===== src/rtl/cla_result_fifo.sv =====
// cla_result_fifo: captures CLA adder results, derives N/Z/C/V flags and
// buffers them in an order-preserving circular FIFO with valid/ready handshake.
module cla_result_fifo #(
  parameter int WIDTH = 32,
  parameter int DEPTH = 4
) (
  input  logic                     clk,
  input  logic                     rst,
  input  logic                     in_valid,
  output logic                     in_ready,
  input  logic                     x_msb,
  input  logic                     y_msb,
  input  logic [WIDTH-1:0]         sum,
  input  logic                     cout,
  output logic                     out_valid,
  input  logic                     out_ready,
  output logic [WIDTH-1:0]         out_sum,
  output logic [3:0]               out_flags,
  output logic [$clog2(DEPTH):0]   count
);

  localparam int AW = $clog2(DEPTH);
  localparam int EW = WIDTH + 4;
  localparam logic [AW:0] FULL_CNT = (AW+1)'(DEPTH);
  localparam logic [AW:0] ONE_CNT  = (AW+1)'(1);

  typedef enum logic [1:0] {
    ST_EMPTY,
    ST_PARTIAL,
    ST_FULL
  } state_t;

  state_t          state_q, state_d;
  logic [EW-1:0]   mem_q [DEPTH];
  logic [AW-1:0]   wr_ptr_q, wr_ptr_d;
  logic [AW-1:0]   rd_ptr_q, rd_ptr_d;
  logic [AW:0]     count_q, count_d;
  logic            push, pop;
  logic [3:0]      in_flags;

  // Status flags of the incoming result: {N, Z, C, V}
  always_comb begin
    in_flags[3] = sum[WIDTH-1];
    in_flags[2] = (sum == '0);
    in_flags[1] = cout;
    in_flags[0] = (x_msb == y_msb) && (sum[WIDTH-1] != x_msb);
  end

  // Handshake qualification and next-state computation
  always_comb begin
    push     = in_valid && (state_q != ST_FULL);
    pop      = out_ready && (state_q != ST_EMPTY);
    wr_ptr_d = push ? wr_ptr_q + AW'(1) : wr_ptr_q;
    rd_ptr_d = pop  ? rd_ptr_q + AW'(1) : rd_ptr_q;
    count_d  = count_q;
    if (push && !pop) begin
      count_d = count_q + ONE_CNT;
    end else if (pop && !push) begin
      count_d = count_q - ONE_CNT;
    end
    state_d = state_q;
    case (state_q)
      ST_EMPTY: begin
        if (push) state_d = ST_PARTIAL;
      end
      ST_PARTIAL: begin
        if (push && !pop && (count_q == FULL_CNT - ONE_CNT)) begin
          state_d = ST_FULL;
        end else if (pop && !push && (count_q == ONE_CNT)) begin
          state_d = ST_EMPTY;
        end
      end
      ST_FULL: begin
        if (pop) state_d = ST_PARTIAL;
      end
      default: state_d = ST_EMPTY;
    endcase
  end

  // Control FSM: occupancy state, pointers and count
  always_ff @(posedge clk or posedge rst) begin
    if (rst) begin
      state_q  <= ST_EMPTY;
      wr_ptr_q <= '0;
      rd_ptr_q <= '0;
      count_q  <= '0;
    end else begin
      state_q  <= state_d;
      wr_ptr_q <= wr_ptr_d;
      rd_ptr_q <= rd_ptr_d;
      count_q  <= count_d;
    end
  end

  // Entry storage, cleared on reset so no stale data is ever visible
  always_ff @(posedge clk or posedge rst) begin
    if (rst) begin
      for (int unsigned i = 0; i < DEPTH; i++) begin
        mem_q[AW'(i)] <= '0;
      end
    end else if (push) begin
      mem_q[wr_ptr_q] <= {sum, in_flags};
    end
  end

  // Outputs come from registered state only
  always_comb begin
    in_ready  = (state_q != ST_FULL);
    out_valid = (state_q != ST_EMPTY);
    out_sum   = mem_q[rd_ptr_q][EW-1:4];
    out_flags = mem_q[rd_ptr_q][3:0];
    count     = count_q;
  end

endmodule


===== config.mk =====
export PLATFORM = sky130hd
export DESIGN_NAME = cla_result_fifo
export DESIGN_NICKNAME = d
export VERILOG_FILES = /design/src/rtl/cla_result_fifo.sv
export SDC_FILE = /design/constraint.sdc
export NUM_CORES = 1
export LEC_CHECK = 0
export BUFFER_PORTS_ARGS = -buffer_cell sky130_fd_sc_hd__buf_2
export CORE_MARGIN = 2
export CORE_UTILIZATION = 35
export CTS_BUF_LIST = sky130_fd_sc_hd__clkbuf_8
export CTS_CLUSTER_SIZE = 40
export DETAILED_ROUTE_END_ITERATION = 6
export HOLD_SLACK_MARGIN = 0.15
export SLEW_MARGIN = 5
export SYNTH_ARGS = -nofsm -noshare
export SYNTH_HDL_FRONTEND = slang
export SYNTH_SLANG_ARGS = --single-unit

===== constraint.sdc =====
create_clock -name clk -period 11.1 [get_ports clk]
set_clock_uncertainty 0.15 [all_clocks]
set_input_delay 1.11 -clock clk [delete_from_list [all_inputs] [get_ports clk]]
set_output_delay 1.11 -clock clk [all_outputs]
set_load 0.005 [all_outputs]

==> flow_metrics.env, run 1 <==
export IMPL_core_mm2=0.0208
export IMPL_hp_class="reg -> reg"
export IMPL_cts_tree="yes"
export IMPL_cp_start_kind="flop"
export IMPL_outcome="finished, final reports clean"
export IMPL_fp_dieH_um=149
export IMPL_cts_buffer_depth=2
export IMPL_cts_resized=0
export IMPL_post_cts_setup_buffers=0
export IMPL_async_reset_ff_share_pct=100
export IMPL_post_route_min_period_ns=3.76
export IMPL_wire_per_inst_um=20.3
export IMPL_timing_critical_path_buf_inv=2
export IMPL_tns_ns=0
export IMPL_start_util_pct=35.3
export IMPL_cts_buffers=17
export IMPL_reg2reg_from="wr_ptr_q[0]"
export IMPL_max_stage_delay_ns=0.80
export IMPL_layout_nets=544
export IMPL_htreeDepth=4
export IMPL_synth_top_family_by_area="multiplexers"
export IMPL_dpl_worst_slack_ns=7.71
export IMPL_rows=53
export IMPL_ys_ff_latch=149
export IMPL_synthTopCellsByCount="dfrtp_1 (149), mux2_4 (116), mux4_2 (35), mux2_2 (21), inv_1 (14)"
export IMPL_power_density_mw_per_mm2=312
export IMPL_dieArea_mm2=0.0222
export IMPL_critPathKind="reg -> out"
export IMPL_slew_headroom_pct=28.9
export IMPL_clkPwrFrac_pct=18.0
export IMPL_seq_area_frac_synth_pct=50.7
export IMPL_ir_drop_uv=102
export IMPL_syn_inst=417
export IMPL_drtPass1Iterations=4
export IMPL_synth_edf_count=0
export IMPL_drive_gt1_share_pct=57.2
export IMPL_worst_slack_ns=7.34
export IMPL_synth_cell_types=28
export IMPL_gr_usage_all_layers_pct=15.2
export IMPL_clk_pin_slew_worst_paths_ns=0.07
export IMPL_drt_iter0_markers=153
export IMPL_syn_to_final_growth_pct=12.2
export IMPL_setup_viol=0
export IMPL_antenna_found_initial=1
export IMPL_synthAdderAreaFrac_pct=1.70
export IMPL_holdWs_ns=0.358
export IMPL_grt_pass1_vias=4420
export IMPL_max_freq_ghz=0.266
export IMPL_die_w_um=149
export IMPL_final_period_utilization_pct=33.9
export IMPL_cts_sinks=149
export IMPL_rsz0062_at_grt="no"
export IMPL_synth_simple_gate_area_share_pct=2.86
export IMPL_end_kind="primary output"
export IMPL_swShare_pct=30.1
export IMPL_synth_compound_area_share_pct=1.40
export IMPL_critPathTopFamily="flip-flops"
export IMPL_vias=3882
export IMPL_clkLatencyLatePin_ns=0.43
export IMPL_hpwl_mm=9.65
export IMPL_crit_arrival_ns=2.50
export IMPL_drv_slew=0
export IMPL_hold_viol_final=0
export IMPL_p_int_uw=1800
export IMPL_postPlaceCellArea_mm2=0.00781
export IMPL_yosys_mux_area_fraction_pct=37.8
export IMPL_synth_largest_area_cell="dfrtp_1"
export IMPL_syn_area_mm2=0.00735
export IMPL_nFillCells=1938
export IMPL_finalInstanceArea_mm2=0.00825
export IMPL_p_sw_uw=773
export IMPL_ios=80
export IMPL_power_frac_comb_pct=42.2
export IMPL_syn_nets=466
export IMPL_vias_per_cell=4.96
export IMPL_cp_slowest_cell="dfrtp_2"
export IMPL_ant_nets=0
export IMPL_ys_flop_type="dfrtp_1"
export IMPL_io_buffer_count=79
export IMPL_drv_cap=0
export IMPL_synth_xor_area_share_pct=0.596
export IMPL_cts_hold_buf=0
export IMPL_seqPwrFrac_pct=39.8
export IMPL_worstMarginPinSlew_ns=1.07
export IMPL_min_from="mem_q[66]"
export IMPL_startpoint="rd_ptr_q[0]"
export IMPL_ys_warn_count=0
export IMPL_grt_max_degree=76
export IMPL_gr_total_overflow=0
export IMPL_cp_max_fo=20
export IMPL_synth_top_cell_area_share_pct=50.7
export IMPL_cp_cell_sequence="buf_4 -> mux4_2 -> buf_2"
export IMPL_gp_congestion=0.725
export IMPL_drcViolationCount=0
export IMPL_syn_avg_cell_area_um2=17.6
export IMPL_required_ns=9.84
export IMPL_synth_most_common_cell="dfrtp_1"
export IMPL_grt_pass1_wl_mm=25.7
export IMPL_p_leak_uw=0.00396
export IMPL_cts_root_buffer="clkbuf_8"
export IMPL_wl_mm=15.9
export IMPL_synth_area_leaders="dfrtp_1 (51%), mux2_4 (24%), mux4_2 (11%)"
==> registers in the layout, summed over array words and instances (netlist names) <==
| signal | flops |
|---|---|
| count | 3 |
| mem_q | 140 |
| rd_ptr_q | 2 |
| state_q | 2 |
| wr_ptr_q | 2 |
==> metrics by stage <==
step | total power [µW] | instances | utilization, %
CTS | 2610 | 782 | 39.6
detailed placement | 2130 | 751 | 37.5
global route | 2740 | 782 | 39.6
floorplan | 1840 | 417 | -
global placement | 2100 | 751 | 37.5
finish | 2570 | 783 | 39.6
==> logic make-up (layout without fill, tap and decap cells) <==
family          Yosys count  in the layout
simple gates             27             27
buf+inv                  37            127
fa+ha+maj                10             10
mux                     173            173
xor+xnor                  5              5
flops                   149            149
other cells               0              1
compound gates           16             16
==> final cells by class <==
| type | instances | area [µm²] | area share (%) |
|---|---|---|---|
| multi-input cells | 231 | 3260 | 39.5 |
| diodes | 1 | 2.50 | 0.0303 |
| inverters | 15 | 66.3 | 0.804 |
| repair buffers | 81 | 410 | 4.98 |
| clock buffers | 20 | 275 | 3.34 |
| flip-flops and latches | 149 | 3730 | 45.3 |
| well taps | 275 | 344 | 4.17 |
| clock inverters | 11 | 158 | 1.91 |
==> cells in the final DEF (no fill, tap or decap), types with 2 or more instances in the layout <==
cell,count
ha_1,10
o21ai_0,3
dfrtp_2,2
inv_6,4
buf_2,79
xnor2_1,3
dfrtp_1,147
nand2_1,5
mux4_2,35
nand3_4,4
a21oi_1,3
buf_4,2
xor2_1,2
mux2_4,116
o22ai_1,2
mux2_2,21
clkbuf_8,20
nor4_1,8
bufinv_16,4
inv_1,17
o31ai_1,8
nand3_1,2
nor3b_1,2
nand4_1,2
==> worst reg2reg max path: stages, from the launching register on <==
cell and delay, ns:
dfrtp_1 0.43, inv_1 0.10, ha_1 0.23, nand3_4 0.66, mux2_4 0.57
==> power by group through the flow <==
stage                     combinational [µW]  sequential (µW)  clock [µW]
after global routing                    1170             1060         505
after global placement                  1080             1020           0
final                                   1090             1020         462
after floorplan                          922              920           0
after CTS                               1110             1030         478
after detailed placement                1100             1030           0
==> worst paths after layout <==
path	endpoint	slack, ns	cells past startpoint
worst min-delay path	mem_q[66]	0.36	1
min in group asynchronous	wr_ptr_q[0]	0.60	2
worst max register to register	mem_q[132]	8.83	4
worst max-delay path	out_flags[2]	7.34	3
max in group asynchronous	rd_ptr_q[0]	8.63	3
worst min register to register	mem_q[66]	0.36	1
==> routing by layer <==
metal  wire length, µm  track usage (%)  up-vias
met5                 0                0        -
met4               194             4.67        0
met3               452             3.52       12
met2              7710             24.1       61
met1              7550             21.0     2111
li1                  -                -     1698
Note: power is estimated with default switching activity, not from simulation.
==> run 2: changes to the inputs <==
- ABC_AREA: unset -> 1
- clock period: 11.1 -> 3 ns (I/O delays scaled with it)
==> flow_metrics.env, run 2 <==
export IMPL_synth_most_common_cell="nand2_1"
export IMPL_worstMarginPinSlew_ns=0.883
export IMPL_syn_area_mm2=0.00712
export IMPL_drv_cap=0
export IMPL_drv_slew=0
export IMPL_grt_pass1_wl_mm=28.8
export IMPL_crit_arrival_ns=2.00
export IMPL_synth_cell_types=22
export IMPL_r2r_slack_ns=1.11
export IMPL_end_kind="primary output"
export IMPL_layout_nets=933
export IMPL_worstRegToRegCells=8
export IMPL_ir_drop_uv=464
export IMPL_synth_compound_area_share_pct=21.7
export IMPL_post_route_min_period_ns=2.45
export IMPL_synth_area_leaders="dfrtp_1 (52%), nand2_1 (8.7%), o21ai_2 (8.1%)"
export IMPL_final_cell_count_no_fill=1167
export IMPL_layout_commonest_cell="nand2_1"
export IMPL_synthTopCellsByCount="nand2_1 (165), dfrtp_1 (149), nor2_1 (98), o21ai_1 (75), o21ai_0 (71)"
export IMPL_start_util_pct=35.4
export IMPL_drtPass1Iterations=5
export IMPL_synth_simple_gate_area_share_pct=15.1
export IMPL_drive_gt1_share_pct=22.4
export IMPL_p_leak_uw=0.00405
export IMPL_post_cts_setup_buffers=0
export IMPL_vias=5548
export IMPL_largest_register_ffs=140
export IMPL_min_from="y_msb"
export IMPL_syn_nets=837
export IMPL_hold_viol_final=0
export IMPL_wire_per_inst_um=14.5
export IMPL_hpwl_mm=10.7
export IMPL_async_reset_ff_share_pct=100
export IMPL_synth_edf_count=0
export IMPL_max_freq_ghz=0.408
export IMPL_clkLatencyLatePin_ns=0.45
export IMPL_placed_cells=1098
export IMPL_synth_top_cell_area_share_pct=52.4
export IMPL_antenna_found_initial=0
export IMPL_dieArea_mm2=0.0215
export IMPL_htreeDepth=4
export IMPL_synth_largest_area_cell="dfrtp_1"
export IMPL_wl_mm=16.9
export IMPL_final_period_utilization_pct=81.8
export IMPL_top_register="mem_q"
export IMPL_postPlaceCellArea_mm2=0.00757
export IMPL_hold_path_end="mem_q[0]"
export IMPL_ys_ff_latch=149
export IMPL_rows=52
export IMPL_drt_iter0_markers=345
export IMPL_min_path_cells=4
export IMPL_syn_inst=788
export IMPL_r2r_end="count[2]"
export IMPL_synth_xor_area_share_pct=0.492
export IMPL_ys_flop_type="dfrtp_1"
export IMPL_syn_to_final_growth_pct=17.5
export IMPL_io_buffer_count=79
export IMPL_outcome="finished, final reports clean"
export IMPL_setup_viol=0
export IMPL_gp_congestion=0.732
export IMPL_clk_pin_slew_worst_paths_ns=0.08
export IMPL_critPathKind="reg -> out"
export IMPL_core_mm2=0.0201
export IMPL_syn_avg_cell_area_um2=9.04
export IMPL_synthAdderAreaFrac_pct=1.76
export IMPL_cts_sinks=149
export IMPL_cts_buffers=17
export IMPL_yosys_mux_area_fraction_pct=0
export IMPL_power_density_mw_per_mm2=1060
export IMPL_ant_nets=0
export IMPL_grt_max_degree=72
export IMPL_seq_area_frac_synth_pct=52.4
export IMPL_layout_common_cells="nand2_1 (165), dfrtp_1 (148), nor2_1 (98)"
export IMPL_cp_max_fo=45
export IMPL_reg2reg_from="state_q[1]"
export IMPL_gr_total_overflow=0
export IMPL_ios=80
export IMPL_hp_class="in -> reg"
export IMPL_cts_root_buffer="clkbuf_8"
export IMPL_drcViolationCount=0
export IMPL_gr_usage_all_layers_pct=16.8
export IMPL_diodes=0
export IMPL_cp_start_kind="flop"
export IMPL_finalInstanceArea_mm2=0.00837
export IMPL_cts_buffer_depth=2
export IMPL_tns_ns=0
export IMPL_required_ns=2.55
export IMPL_fp_dieH_um=147
export IMPL_die_w_um=147
export IMPL_synth_top_family_by_area="compound AO/OA/AOI/OAI gates"
export IMPL_vias_per_cell=4.75
export IMPL_ys_warn_count=0
export IMPL_cts_tree="yes"
export IMPL_rsz0062_at_grt="no"
export IMPL_slew_headroom_pct=41.1
export IMPL_grt_pass1_vias=5668
export IMPL_utilization_pct=41.6
==> run 2: cell count changes after synthesis, sizes merged, moves of 18 or more <==
cell | before | now
buf | 22 | 40
mux2 | 137 | 0
o21ai | 3 | 212
nor2 | 0 | 98
inv | 15 | 51
o22ai | 2 | 36
nand2 | 5 | 171
mux4 | 35 | 0
==> run 2: power breakdown <==
group | total, µW | internal (µW) | leakage, µW | switching [µW]
clock | 1650 | 900 | 0.000225 | 746
sequential | 3410 | 2910 | 0.00187 | 500
combinational | 3780 | 1540 | 0.00196 | 2230
total | 8830 | 5350 | 0.00405 | 3480
==> run 2: worst max path at each step <==
| stage | from | to | slack (ns) | cells past startpoint |
|---|---|---|---|---|
| after floorplan | rst | count[0] | 0.68 | 1 |
| after global placement | rd_ptr_q[1] | out_sum[9] | 1.08 | 5 |
| after detailed placement | rd_ptr_q[0] | out_sum[18] | 1.05 | 5 |
| after CTS | rd_ptr_q[0] | out_sum[18] | 0.55 | 5 |
| after global routing | rd_ptr_q[0] | out_sum[20] | 0.39 | 5 |
| final | rd_ptr_q[0] | out_sum[18] | 0.55 | 5 |
==> run 2: repair_timing <==
action,4_1_cts,5_1_grt
hold endpoints to repair,285,0
gates resized for setup,0,0
hold buffers,37,0
==> run 2: critical path, stage by stage, from the launching register on <==
cell     delay, ns
dfrtp_2       0.41
inv_2         0.37
buf_12        0.29
o21ai_0       0.13
o22ai_1       0.19
buf_2         0.16
==> run 2: metal layers <==
layer  share of wire, %  global-route usage, %
met5                  0                      0
met4               0.89                   4.51
met3                3.5                   3.47
met2                 47                   27.4
met1                 49                   22.8
==> run 2: kinds of logic after synthesis <==
logic type / count (synthesis)
buffers and inverters: 102
and+or+nand+nor: 273
adders and majority gates: 10
DFF: 149
AOI/OAI and AO/OA: 250
xor gates and xnor gates: 4
==> run 2: cell type report <==
| type | count | area [µm²] |
|---|---|---|
| inverter | 51 | 203 |
| tap | 270 | 338 |
| clock buffer | 21 | 289 |
| clock inverter | 11 | 133 |
| sequential | 149 | 3730 |
| timing repair buffer | 128 | 893 |
| multi-input combinational | 537 | 2780 |
| fill | 2038 | 11700 |
==> run 2: metrics by stage <==
step / worst slack [ns] / total power [µW] / hold WS [ns]
2_1_floorplan: 0.675 / 6140 / 0.258
3_3_place_gp: 1.08 / 7160 / 0.0695
3_5_place_dp: 1.05 / 7240 / 0.0698
4_1_cts: 0.551 / 8940 / 0.218
5_1_grt: 0.394 / 9660 / 0.264
6_report: 0.546 / 8830 / 0.231
==> run 3: changes to the inputs <==
- clock period: 3 -> 2.3 ns (I/O delays scaled with it)
==> flow_metrics.env, run 3 (same netlist as run 2, synthesis figures left out) <==
export IMPL_totalPowerFinal_uw=11500
export IMPL_wl_mm=17.1
export IMPL_gr_total_overflow=0
export IMPL_crit_arrival_ns=1.78
export IMPL_vias=5678
export IMPL_top_register="mem_q"
export IMPL_finalInstanceArea_mm2=0.00850
export IMPL_cp_max_fo=36
export IMPL_core_mm2=0.0201
export IMPL_cts_sinks=149
export IMPL_drv_slew=0
export IMPL_tns_ns=0
export IMPL_gr_usage_all_layers_pct=16.6
export IMPL_vias_per_cell=4.82
export IMPL_drtPass1Iterations=5
export IMPL_power_density_mw_per_mm2=1350
export IMPL_hpwl_mm=10.9
export IMPL_start_util_pct=35.4
export IMPL_largest_register_ffs=140
export IMPL_rows=52
export IMPL_p_leak_uw=0.00410
export IMPL_dieArea_mm2=0.0215
export IMPL_drv_cap=0
export IMPL_cp_slowest_cell="dfrtp_2"
export IMPL_diodes=0
export IMPL_layout_nets=944
export IMPL_grt_pass1_vias=5500
export IMPL_outcome="finished, final reports clean"
export IMPL_critPathKind="reg -> out"
export IMPL_hold_viol_final=0
export IMPL_fp_dieH_um=147
export IMPL_grt_max_degree=58
export IMPL_max_freq_ghz=0.464
export IMPL_clkLatencyLatePin_ns=0.45
export IMPL_final_period_utilization_pct=93.8
export IMPL_post_cts_setup_buffers=0
export IMPL_grt_pass1_wl_mm=28.2
export IMPL_max_stage_delay_ns=0.44
export IMPL_cts_root_buffer="clkbuf_8"
export IMPL_timing_critical_path_buf_inv=3
export IMPL_ant_nets=0
export IMPL_clk_pin_slew_worst_paths_ns=0.07
export IMPL_critPathTopFamily="buffers and inverters"
export IMPL_cts_buffers=17
export IMPL_cp_cell_sequence="inv_4 -> buf_12 -> o21ai_0 -> o22ai_1 -> buf_2"
export IMPL_cp_start_kind="flop"
export IMPL_antenna_found_initial=0
export IMPL_postPlaceCellArea_mm2=0.00772
export IMPL_drcViolationCount=0
export IMPL_htreeDepth=4
export IMPL_hp_class="reg -> reg"
export IMPL_end_kind="primary output"
export IMPL_die_w_um=147
export IMPL_setup_viol=0
export IMPL_ir_drop_uv=474
export IMPL_worstMarginPinSlew_ns=0.486
export IMPL_rsz0062_at_grt="no"
export IMPL_cts_tree="yes"
export IMPL_drt_iter0_markers=354
export IMPL_wire_per_inst_um=14.5
export IMPL_layout_commonest_cell="nand2_1"
export IMPL_required_ns=1.92
export IMPL_ios=80
export IMPL_nFillCells=2005
export IMPL_drive_gt1_share_pct=23.0
export IMPL_layout_common_cells="nand2_1 (165), dfrtp_1 (148), nor2_1 (98)"
export IMPL_post_route_min_period_ns=2.16
export IMPL_slew_headroom_pct=67.6
export IMPL_gp_congestion=0.744
export IMPL_cts_buffer_depth=2
export IMPL_io_buffer_count=79
export IMPL_syn_to_final_growth_pct=19.4
[run 3: cell count changes in the layout (fill, tap and decap cells not counted), sizes merged]
cell         before  now
buf              91   99
bufinv            3    1
clkinv            4    3
clkinvlp          2    5
dlygate4sd3      37   40
inv              53   52
[run 3: layout make-up]
class / count / area [µm²] / share of cell area (%)
Sequential cell: 149 / 3730 / 43.9
Multi-Input combinational cell: 537 / 2780 / 32.7
Timing Repair Buffer: 139 / 1080 / 12.7
Tap cell: 270 / 338 / 3.97
Clock buffer: 21 / 289 / 3.40
Inverter: 51 / 205 / 2.41
Clock inverter: 10 / 82.6 / 0.971
[run 3: worst paths after layout]
check                             from     endpoint  slack (ns)  cells after the start
setup / recovery           rd_ptr_q[0]  out_sum[17]        0.14                      5
hold / removal              state_q[0]   state_q[0]        0.33                      1
max in group asynchronous          rst   mem_q[127]        0.80                      5
hold reg to reg             state_q[0]   state_q[0]        0.33                      1
setup reg to reg            state_q[1]     count[2]        0.49                      8
min in group asynchronous          rst   mem_q[141]        0.66                      4
[run 3: metrics by stage]
stage	utilization [%]	cells	hold WS, ns	worst slack, ns
global route	42.3	1177	0.347	0.0182
CTS	42.2	1177	0.332	0.0110
floorplan	-	788	0.188	0.0450
global placement	38.4	1106	0.00216	0.501
detailed placement	38.4	1106	0.00289	0.495
finish	42.3	1177	0.330	0.144
[run 3: report_power, final]
| part | internal [µW] | switching, µW |
|---|---|---|
| registers | 3790 | 615 |
| clock network | 949 | 971 |
| logic | 2160 | 3030 |
| total | 6900 | 4620 |
[run 3: worst reg2reg max path, stage by stage (launching register included)]
cell,delay [ns]
dfrtp_1,0.42
or2_2,0.33
nand2_1,0.11
inv_1,0.07
ha_1,0.34
nor2_1,0.12
nand2_1,0.05
o21ai_0,0.07
inv_1,0.05
[run 3: timing repair]
action	4_1_cts	5_1_grt
hold endpoints to repair	295	0
hold buffers	40	0
setup endpoints to repair	0	9
resized for setup	0	4
[run 3: per-layer routing]
layer  up-vias  wire length [µm]  GRT usage (%)
met3        13               749           3.94
met4         0               142           4.22
met2       115              7680           25.7
met5         -                 0              0
li1       2814                 -              -
met1      2736              8500           23.4
